`src/rtl/uart_pkg.sv`:
```
// Shared constants for the UART transceiver: parity modes, FSM encodings and
// the parity-bit helper used by both directions.
package uart_pkg;

  localparam int PAR_NONE = 0;
  localparam int PAR_ODD  = 1;
  localparam int PAR_EVEN = 2;

  localparam logic [2:0] TX_IDLE  = 3'd0;
  localparam logic [2:0] TX_START = 3'd1;
  localparam logic [2:0] TX_DATA  = 3'd2;
  localparam logic [2:0] TX_PAR   = 3'd3;
  localparam logic [2:0] TX_STOP  = 3'd4;

  localparam logic [2:0] RX_IDLE      = 3'd0;
  localparam logic [2:0] RX_START     = 3'd1;
  localparam logic [2:0] RX_DATA      = 3'd2;
  localparam logic [2:0] RX_PAR       = 3'd3;
  localparam logic [2:0] RX_STOP      = 3'd4;
  localparam logic [2:0] RX_WAIT_HIGH = 3'd5;

  // Parity bit that makes data+parity odd (PAR_ODD) or even (otherwise).
  function automatic logic par_bit(input logic data_xor, input int mode);
    return (mode == PAR_ODD) ? ~data_xor : data_xor;
  endfunction

endpackage

```
`src/rtl/uart_bit_timer.sv`:
```
// Down-counting bit timer. tick fires once the loaded period has elapsed;
// the owner reloads on tick to get a periodic strobe.
module uart_bit_timer (
  input  logic        clk,
  input  logic        rst_n,
  input  logic        load,
  input  logic [15:0] load_val,
  input  logic        en,
  output logic        tick
);

  logic [15:0] cnt_q, cnt_d;

  assign tick = en && (cnt_q == 16'd0);

  always_comb begin
    cnt_d = cnt_q;
    if (load) begin
      cnt_d = load_val - 16'd1;
    end else if (en && (cnt_q != 16'd0)) begin
      cnt_d = cnt_q - 16'd1;
    end
  end

  always_ff @(posedge clk or negedge rst_n) begin
    if (!rst_n) begin
      cnt_q <= '0;
    end else begin
      cnt_q <= cnt_d;
    end
  end

endmodule

```
`src/rtl/uart_trx.sv`:
```
// Full-duplex UART: independent transmitter and receiver sharing one clock,
// each paced by its own uart_bit_timer.
module uart_trx
  import uart_pkg::*;
#(
  parameter int BAUD_DIVIDER = 9,
  parameter int DATA_BITS    = 8,
  parameter int PARITY       = 0,
  parameter int STOP_BITS    = 1
) (
  input  logic                 clk,
  input  logic                 rst_n,
  input  logic                 rx,
  output logic                 tx,
  input  logic [DATA_BITS-1:0] tx_data,
  input  logic                 tx_valid,
  output logic                 tx_ready,
  output logic [DATA_BITS-1:0] rx_data,
  output logic                 rx_valid,
  output logic                 rx_parity_err,
  output logic                 rx_frame_err
);

  if (BAUD_DIVIDER < 4 || BAUD_DIVIDER > 65535 || DATA_BITS < 5 || DATA_BITS > 9 ||
      PARITY < 0 || PARITY > 2 || STOP_BITS < 1 || STOP_BITS > 2) begin : g_bad_params
    $error("uart_trx: illegal parameter value");
  end

  localparam logic [15:0] BIT_LEN  = 16'(BAUD_DIVIDER);
  localparam logic [15:0] HALF_LEN = 16'(BAUD_DIVIDER / 2);
  localparam logic [3:0]  LAST_BIT = 4'(DATA_BITS - 1);

  // ---------------- Transmitter ----------------
  logic [2:0]           tx_state_q, tx_state_d;
  logic [DATA_BITS-1:0] tx_shift_q, tx_shift_d;
  logic [3:0]           tx_bit_q, tx_bit_d;
  logic                 tx_stop_q, tx_stop_d;
  logic                 tx_par_q, tx_par_d;
  logic                 tx_q, tx_d;
  logic                 tx_load, tx_tick;

  assign tx       = tx_q;
  assign tx_ready = (tx_state_q == TX_IDLE);

  uart_bit_timer u_tx_timer (
    .clk      (clk),
    .rst_n    (rst_n),
    .load     (tx_load),
    .load_val (BIT_LEN),
    .en       (tx_state_q != TX_IDLE),
    .tick     (tx_tick)
  );

  always_comb begin
    tx_state_d = tx_state_q;
    tx_shift_d = tx_shift_q;
    tx_bit_d   = tx_bit_q;
    tx_stop_d  = tx_stop_q;
    tx_par_d   = tx_par_q;
    tx_d       = tx_q;
    tx_load    = 1'b0;
    case (tx_state_q)
      TX_IDLE: begin
        if (tx_valid) begin
          tx_shift_d = tx_data;
          tx_par_d   = par_bit(^tx_data, PARITY);
          tx_d       = 1'b0;
          tx_load    = 1'b1;
          tx_state_d = TX_START;
        end
      end
      TX_START: begin
        if (tx_tick) begin
          tx_d       = tx_shift_q[0];
          tx_shift_d = tx_shift_q >> 1;
          tx_bit_d   = 4'd0;
          tx_load    = 1'b1;
          tx_state_d = TX_DATA;
        end
      end
      TX_DATA: begin
        if (tx_tick) begin
          tx_load = 1'b1;
          if (tx_bit_q == LAST_BIT) begin
            if (PARITY != PAR_NONE) begin
              tx_d       = tx_par_q;
              tx_state_d = TX_PAR;
            end else begin
              tx_d       = 1'b1;
              tx_stop_d  = 1'b0;
              tx_state_d = TX_STOP;
            end
          end else begin
            tx_d       = tx_shift_q[0];
            tx_shift_d = tx_shift_q >> 1;
            tx_bit_d   = tx_bit_q + 4'd1;
          end
        end
      end
      TX_PAR: begin
        if (tx_tick) begin
          tx_d       = 1'b1;
          tx_stop_d  = 1'b0;
          tx_load    = 1'b1;
          tx_state_d = TX_STOP;
        end
      end
      TX_STOP: begin
        if (tx_tick) begin
          if (tx_stop_q || (STOP_BITS == 1)) begin
            tx_state_d = TX_IDLE;
          end else begin
            tx_stop_d = 1'b1;
            tx_load   = 1'b1;
          end
        end
      end
      default: begin
        tx_d       = 1'b1;
        tx_state_d = TX_IDLE;
      end
    endcase
  end

  always_ff @(posedge clk or negedge rst_n) begin
    if (!rst_n) begin
      tx_state_q <= TX_IDLE;
      tx_shift_q <= '0;
      tx_bit_q   <= '0;
      tx_stop_q  <= 1'b0;
      tx_par_q   <= 1'b0;
      tx_q       <= 1'b1;
    end else begin
      tx_state_q <= tx_state_d;
      tx_shift_q <= tx_shift_d;
      tx_bit_q   <= tx_bit_d;
      tx_stop_q  <= tx_stop_d;
      tx_par_q   <= tx_par_d;
      tx_q       <= tx_d;
    end
  end

  // ---------------- Receiver ----------------
  logic                 rx_meta_q, rx_sync_q;
  logic [2:0]           rx_state_q, rx_state_d;
  logic [DATA_BITS-1:0] rx_shift_q, rx_shift_d;
  logic [3:0]           rx_bit_q, rx_bit_d;
  logic                 rx_par_q, rx_par_d;
  logic [DATA_BITS-1:0] rx_data_q, rx_data_d;
  logic                 rx_valid_q, rx_valid_d;
  logic                 rx_perr_q, rx_perr_d;
  logic                 rx_ferr_q, rx_ferr_d;
  logic                 rx_load, rx_tick;
  logic [15:0]          rx_load_val;

  assign rx_data       = rx_data_q;
  assign rx_valid      = rx_valid_q;
  assign rx_parity_err = rx_perr_q;
  assign rx_frame_err  = rx_ferr_q;

  uart_bit_timer u_rx_timer (
    .clk      (clk),
    .rst_n    (rst_n),
    .load     (rx_load),
    .load_val (rx_load_val),
    .en       ((rx_state_q != RX_IDLE) && (rx_state_q != RX_WAIT_HIGH)),
    .tick     (rx_tick)
  );

  always_comb begin
    rx_state_d  = rx_state_q;
    rx_shift_d  = rx_shift_q;
    rx_bit_d    = rx_bit_q;
    rx_par_d    = rx_par_q;
    rx_data_d   = rx_data_q;
    rx_perr_d   = rx_perr_q;
    rx_ferr_d   = rx_ferr_q;
    rx_valid_d  = 1'b0;
    rx_load     = 1'b0;
    rx_load_val = BIT_LEN;
    case (rx_state_q)
      RX_IDLE: begin
        // First timer period lands mid-start-bit; later ones are full bits.
        if (!rx_sync_q) begin
          rx_load     = 1'b1;
          rx_load_val = HALF_LEN;
          rx_state_d  = RX_START;
        end
      end
      RX_START: begin
        if (rx_tick) begin
          if (rx_sync_q) begin
            rx_state_d = RX_IDLE;
          end else begin
            rx_bit_d   = 4'd0;
            rx_load    = 1'b1;
            rx_state_d = RX_DATA;
          end
        end
      end
      RX_DATA: begin
        if (rx_tick) begin
          rx_shift_d = {rx_sync_q, rx_shift_q[DATA_BITS-1:1]};
          rx_load    = 1'b1;
          if (rx_bit_q == LAST_BIT) begin
            rx_state_d = (PARITY != PAR_NONE) ? RX_PAR : RX_STOP;
          end else begin
            rx_bit_d = rx_bit_q + 4'd1;
          end
        end
      end
      RX_PAR: begin
        if (rx_tick) begin
          rx_par_d   = rx_sync_q;
          rx_load    = 1'b1;
          rx_state_d = RX_STOP;
        end
      end
      RX_STOP: begin
        if (rx_tick) begin
          rx_valid_d = 1'b1;
          rx_data_d  = rx_shift_q;
          rx_ferr_d  = ~rx_sync_q;
          rx_perr_d  = (PARITY != PAR_NONE) && (par_bit(^rx_shift_q, PARITY) != rx_par_q);
          rx_state_d = rx_sync_q ? RX_IDLE : RX_WAIT_HIGH;
        end
      end
      RX_WAIT_HIGH: begin
        if (rx_sync_q) begin
          rx_state_d = RX_IDLE;
        end
      end
      default: begin
        rx_state_d = RX_IDLE;
      end
    endcase
  end

  always_ff @(posedge clk or negedge rst_n) begin
    if (!rst_n) begin
      rx_meta_q  <= 1'b1;
      rx_sync_q  <= 1'b1;
      rx_state_q <= RX_IDLE;
      rx_shift_q <= '0;
      rx_bit_q   <= '0;
      rx_par_q   <= 1'b0;
      rx_data_q  <= '0;
      rx_valid_q <= 1'b0;
      rx_perr_q  <= 1'b0;
      rx_ferr_q  <= 1'b0;
    end else begin
      rx_meta_q  <= rx;
      rx_sync_q  <= rx_meta_q;
      rx_state_q <= rx_state_d;
      rx_shift_q <= rx_shift_d;
      rx_bit_q   <= rx_bit_d;
      rx_par_q   <= rx_par_d;
      rx_data_q  <= rx_data_d;
      rx_valid_q <= rx_valid_d;
      rx_perr_q  <= rx_perr_d;
      rx_ferr_q  <= rx_ferr_d;
    end
  end

endmodule

```
`config.mk`:
```
export PLATFORM = sky130hd
export DESIGN_NAME = uart_trx
export DESIGN_NICKNAME = d
export VERILOG_FILES = /design/src/rtl/uart_pkg.sv /design/src/rtl/uart_bit_timer.sv /design/src/rtl/uart_trx.sv
export SDC_FILE = /design/constraint.sdc
export NUM_CORES = 1
export LEC_CHECK = 0
export CORE_ASPECT_RATIO = 0.6
export CORE_MARGIN = 2
export CORE_UTILIZATION = 58
export DETAILED_ROUTE_END_ITERATION = 7
export PLACE_DENSITY = 0.77
export SYNTH_ARGS = -nofsm -noshare
export SYNTH_HDL_FRONTEND = slang
export SYNTH_HIERARCHICAL = 1
export SYNTH_SLANG_ARGS = --single-unit
```
`constraint.sdc`:
```
create_clock -name clk -period 11.89 [get_ports clk]
set_input_delay 1.7835 -clock clk [delete_from_list [all_inputs] [get_ports clk]]
set_output_delay 1.7835 -clock clk [all_outputs]
set_load 0.1 [all_outputs]
```
==> impl_metrics.tcl <==
set metrics [dict create \
    ys.flop_type "dfrtp_1" \
    start_util_pct 60.41 \
    grt.total_usage_pct 26.03 \
    finClkSkew_ns 0.007591 \
    hold_slack_ns 0.3578 \
    fmaxAchievable_ghz 0.1971 \
    fp.coreArea_mm2 0.007976 \
    grt_pass1_wl_mm 18.43 \
    combPwrFrac_pct 17.1 \
    wl_per_cell_um 14.81 \
    cp.required_ns 12.10 \
    power.internal_uw 493.3 \
    synth_cell_types 61 \
    synth_largest_area_cell "dfrtp_1" \
    yosys.area_share.simple_pct 20.98 \
    finalHoldViolations 0 \
    cellPowerDensity_mw_per_mm2 125.5 \
    crit_start "rx_state_q[0]" \
    die_width_um 121.7 \
    post-route-util_pct 71.76 \
    row_count 25 \
    clk_transition_reported_paths_ns 0.06 \
    antenna-diode-count 0 \
    cts_hold_buf 0 \
    critPathKind "flop to flop" \
    seq_area_frac_synth_pct 39.03 \
    cp_max_fo 33 \
    worst_ep_arrival_time_ns 5.29 \
    synth_area_leaders "dfrtp_1, nand2_1, mux2i_1" \
    cp-end-kind "flop" \
    clk_latency_ns 0.34 \
    synth_top_area_share_pct 37.39 \
    fillers 631 \
    die_h_um 74.60 \
    rr_startpoint "rx_state_q[0]" \
    cts-htree-levels 3 \
    finalCritPeriodShare_pct 42.68 \
    pwr-share-clk_pct 36.7 \
    power_leakage_uw 0.002519 \
    postCtsSetupRepairBufs 0 \
    hp-start "rx_meta_q" \
    postSynthCellCount 503 \
    netlist_area_mm2 0.004818 \
    maxCapViolCount 0 \
    max_slew_margin_pct 27.29 \
    p_sw_share_pct 31.34 \
    dr.pass1.iters 5 \
    ys_ff_latch 75 \
    clkSinkCount 75 \
    crit_path_start_kind "flop" \
    synth_edf_count 0 \
    boundaryPins 25 \
    synth_top_family_by_area "simple AND/OR/NAND/NOR gates" \
    grt_pass1_vias 3858 \
    cts_tree "built" \
    cts_buffer_depth 2 \
    drive_gt1_share_pct 8.780 \
    die_area_mm2 0.009077 \
    switching_power_uw 225.2 \
    cts_buffers 9 \
    grt_max_degree 76 \
    cts_root_buffer "clkbuf_16" \
    rsz0062_at_grt "false" \
    ant_nets 0 \
    num-nets-final 626 \
    fin_total_pwr_uw 718.5 \
    drt_iter0_drc 285 \
    antenna_found_initial 0 \
    yosysWarnings 6 \
    synthMuxAreaShare_pct 12.20 \
    finalSetupViolCount 0 \
    tns_ns 0 \
    period_needed_ns 5.074 \
    wl_mm 10.71 \
    port-buffer-count 23 \
    drc 0 \
    via_count 4070 \
    grt_remaining_overflow 0 \
    slew_viol_final 0 \
    seqPwrFrac_pct 46.2 \
    avgSynthCellArea_um2 9.579 \
    ir_worst_vdd_v 0.00006515 \
    worst_pin_slew_ns 1.091 \
    gp_congestion 0.8632 \
    vias_per_cell 5.629 \
    outcome "finished clean" \
    hold_class "flop to flop" \
    async_reset_ff_share_pct 100.0 \
    post_cts_resized 0 \
    synthAdderAreaFrac_pct 1.039 \
    synthXorXnorAreaFrac_pct 6.881 \
    hpwl_mm 7.428 \
    synth-compound-area-share_pct 16.33 \
    syn2layout_area_growth_pct 18.80 \
]
-- through the flow --
step | setup slack [ns] | cells | cell area (µm²)
2_1_floorplan | 5.937 | 597 | 5171
3_3_place_gp | 7.079 | 707 | 5440
3_5_place_dp | 6.863 | 707 | 5440
4_1_cts | 6.895 | 723 | 5724
5_1_grt | 6.467 | 723 | 5724
6_report | 6.816 | 723 | 5724
-- cells in the mapped netlist (all sizes together), types with 3 or more instances --
cell type,number
xor2,24
and2,3
nor2b,11
dfstp,3
o22ai,6
or3b,4
a21oi,11
clkbuf,13
a31o,4
o31ai,4
nand2b,6
buf,11
nor4,6
nand3b,3
dfrtp,72
or4,11
or4b,7
nand4,3
a22o,5
a31oi,10
or3,6
nor2,18
mux2,28
nand2,65
a211oi,8
mux2i,22
o2111ai,12
xnor2,13
a211o,3
nor3,22
o21ai,28
a22oi,4
inv,8
o211ai,6
ha,4
nand3,15
-- final cells by class --
type	count	area [µm²]	share of cell area [%]
sequential	75	1881	32.85
clock inverter	7	58.81	1.027
multi-input combinational	488	3137	54.80
timing repair buffer	26	250.2	4.372
tap	108	135.1	2.361
clock buffer	9	225.2	3.934
inverter	10	37.54	0.6557
-- cell usage in the layout, fill, tap and decap left out, drive strengths merged, types with 12 or more instances in the layout --
cell type	synthesis	final
dfrtp	72	72
o21ai	28	28
nand3	15	15
conb	2	96
mux2	28	28
xnor2	13	13
inv	8	13
nor2	18	18
nor3	22	22
mux2i	22	22
xor2	24	24
clkdlybuf4s50	0	22
nand2	65	65
o2111ai	12	12
-- worst paths after layout --
path,end,slack [ns],depth (start not counted)
min,rx_sync_q,0.36,0
max in group asynchronous,rx_data[5],9.68,1
max reg2reg,u_rx_timer/cnt_q[10],6.82,14
min in group asynchronous,u_tx_timer/cnt_q[12],1.59,1
min reg2reg,rx_sync_q,0.36,0
max,u_rx_timer/cnt_q[10],6.82,14
-- power by group through the flow --
stage | Combinational (µW) | Sequential, µW | Clock (µW)
2_1_floorplan | 96.0 | 322 | 0
3_3_place_gp | 115 | 333 | 0
3_5_place_dp | 120 | 333 | 0
4_1_cts | 122 | 330 | 269
5_1_grt | 140 | 338 | 278
6_report | 123 | 332 | 264
-- critical path, cell delays in order (launching register included) --
cell       delay [ns]
dfrtp_1          0.47
and2_1           0.20
o21bai_1         0.64
inv_1            0.09
nor3_1           0.66
nor2_1           0.13
nor3_2           0.17
buf_4            0.37
mux2i_1          0.33
ha_1             0.38
nor4b_1          0.41
a31o_2           0.25
o2111ai_1        0.31
nand2_1          0.17
or3b_1           0.36
-- cells by family after synthesis --
group                      Yosys count
xor gates and xnor gates            37
and+or+nand+nor                    187
adders and majority gates            4
other                                2
muxes                               50
buffers and inverters               34
AOI/OAI and AO/OA                  114
DFF                                 75
-- flip-flops by register name, summed over array words and instances (netlist names) --
name	cells
rx_data	8
rx_frame_err	1
tx_bit_q	4
rx_sync_q	1
u_rx_timer/cnt_q	16
rx_meta_q	1
tx	1
rx_valid	1
tx_shift_q	8
rx_shift_q	8
tx_state_q	3
rx_bit_q	4
rx_state_q	3
u_tx_timer/cnt_q	16
-- metal layers --
metal  global-route usage [%]  share of wire (%)  vias to the layer above
met3                    5.828                4.8                       10
met5                        0                  0                        -
met4                    8.301                1.1                        0
li1                         -                  -                     2006
met1                    36.86                 50                     1957
met2                    40.32                 44                       97
Power figures use the tool's default switching activity.
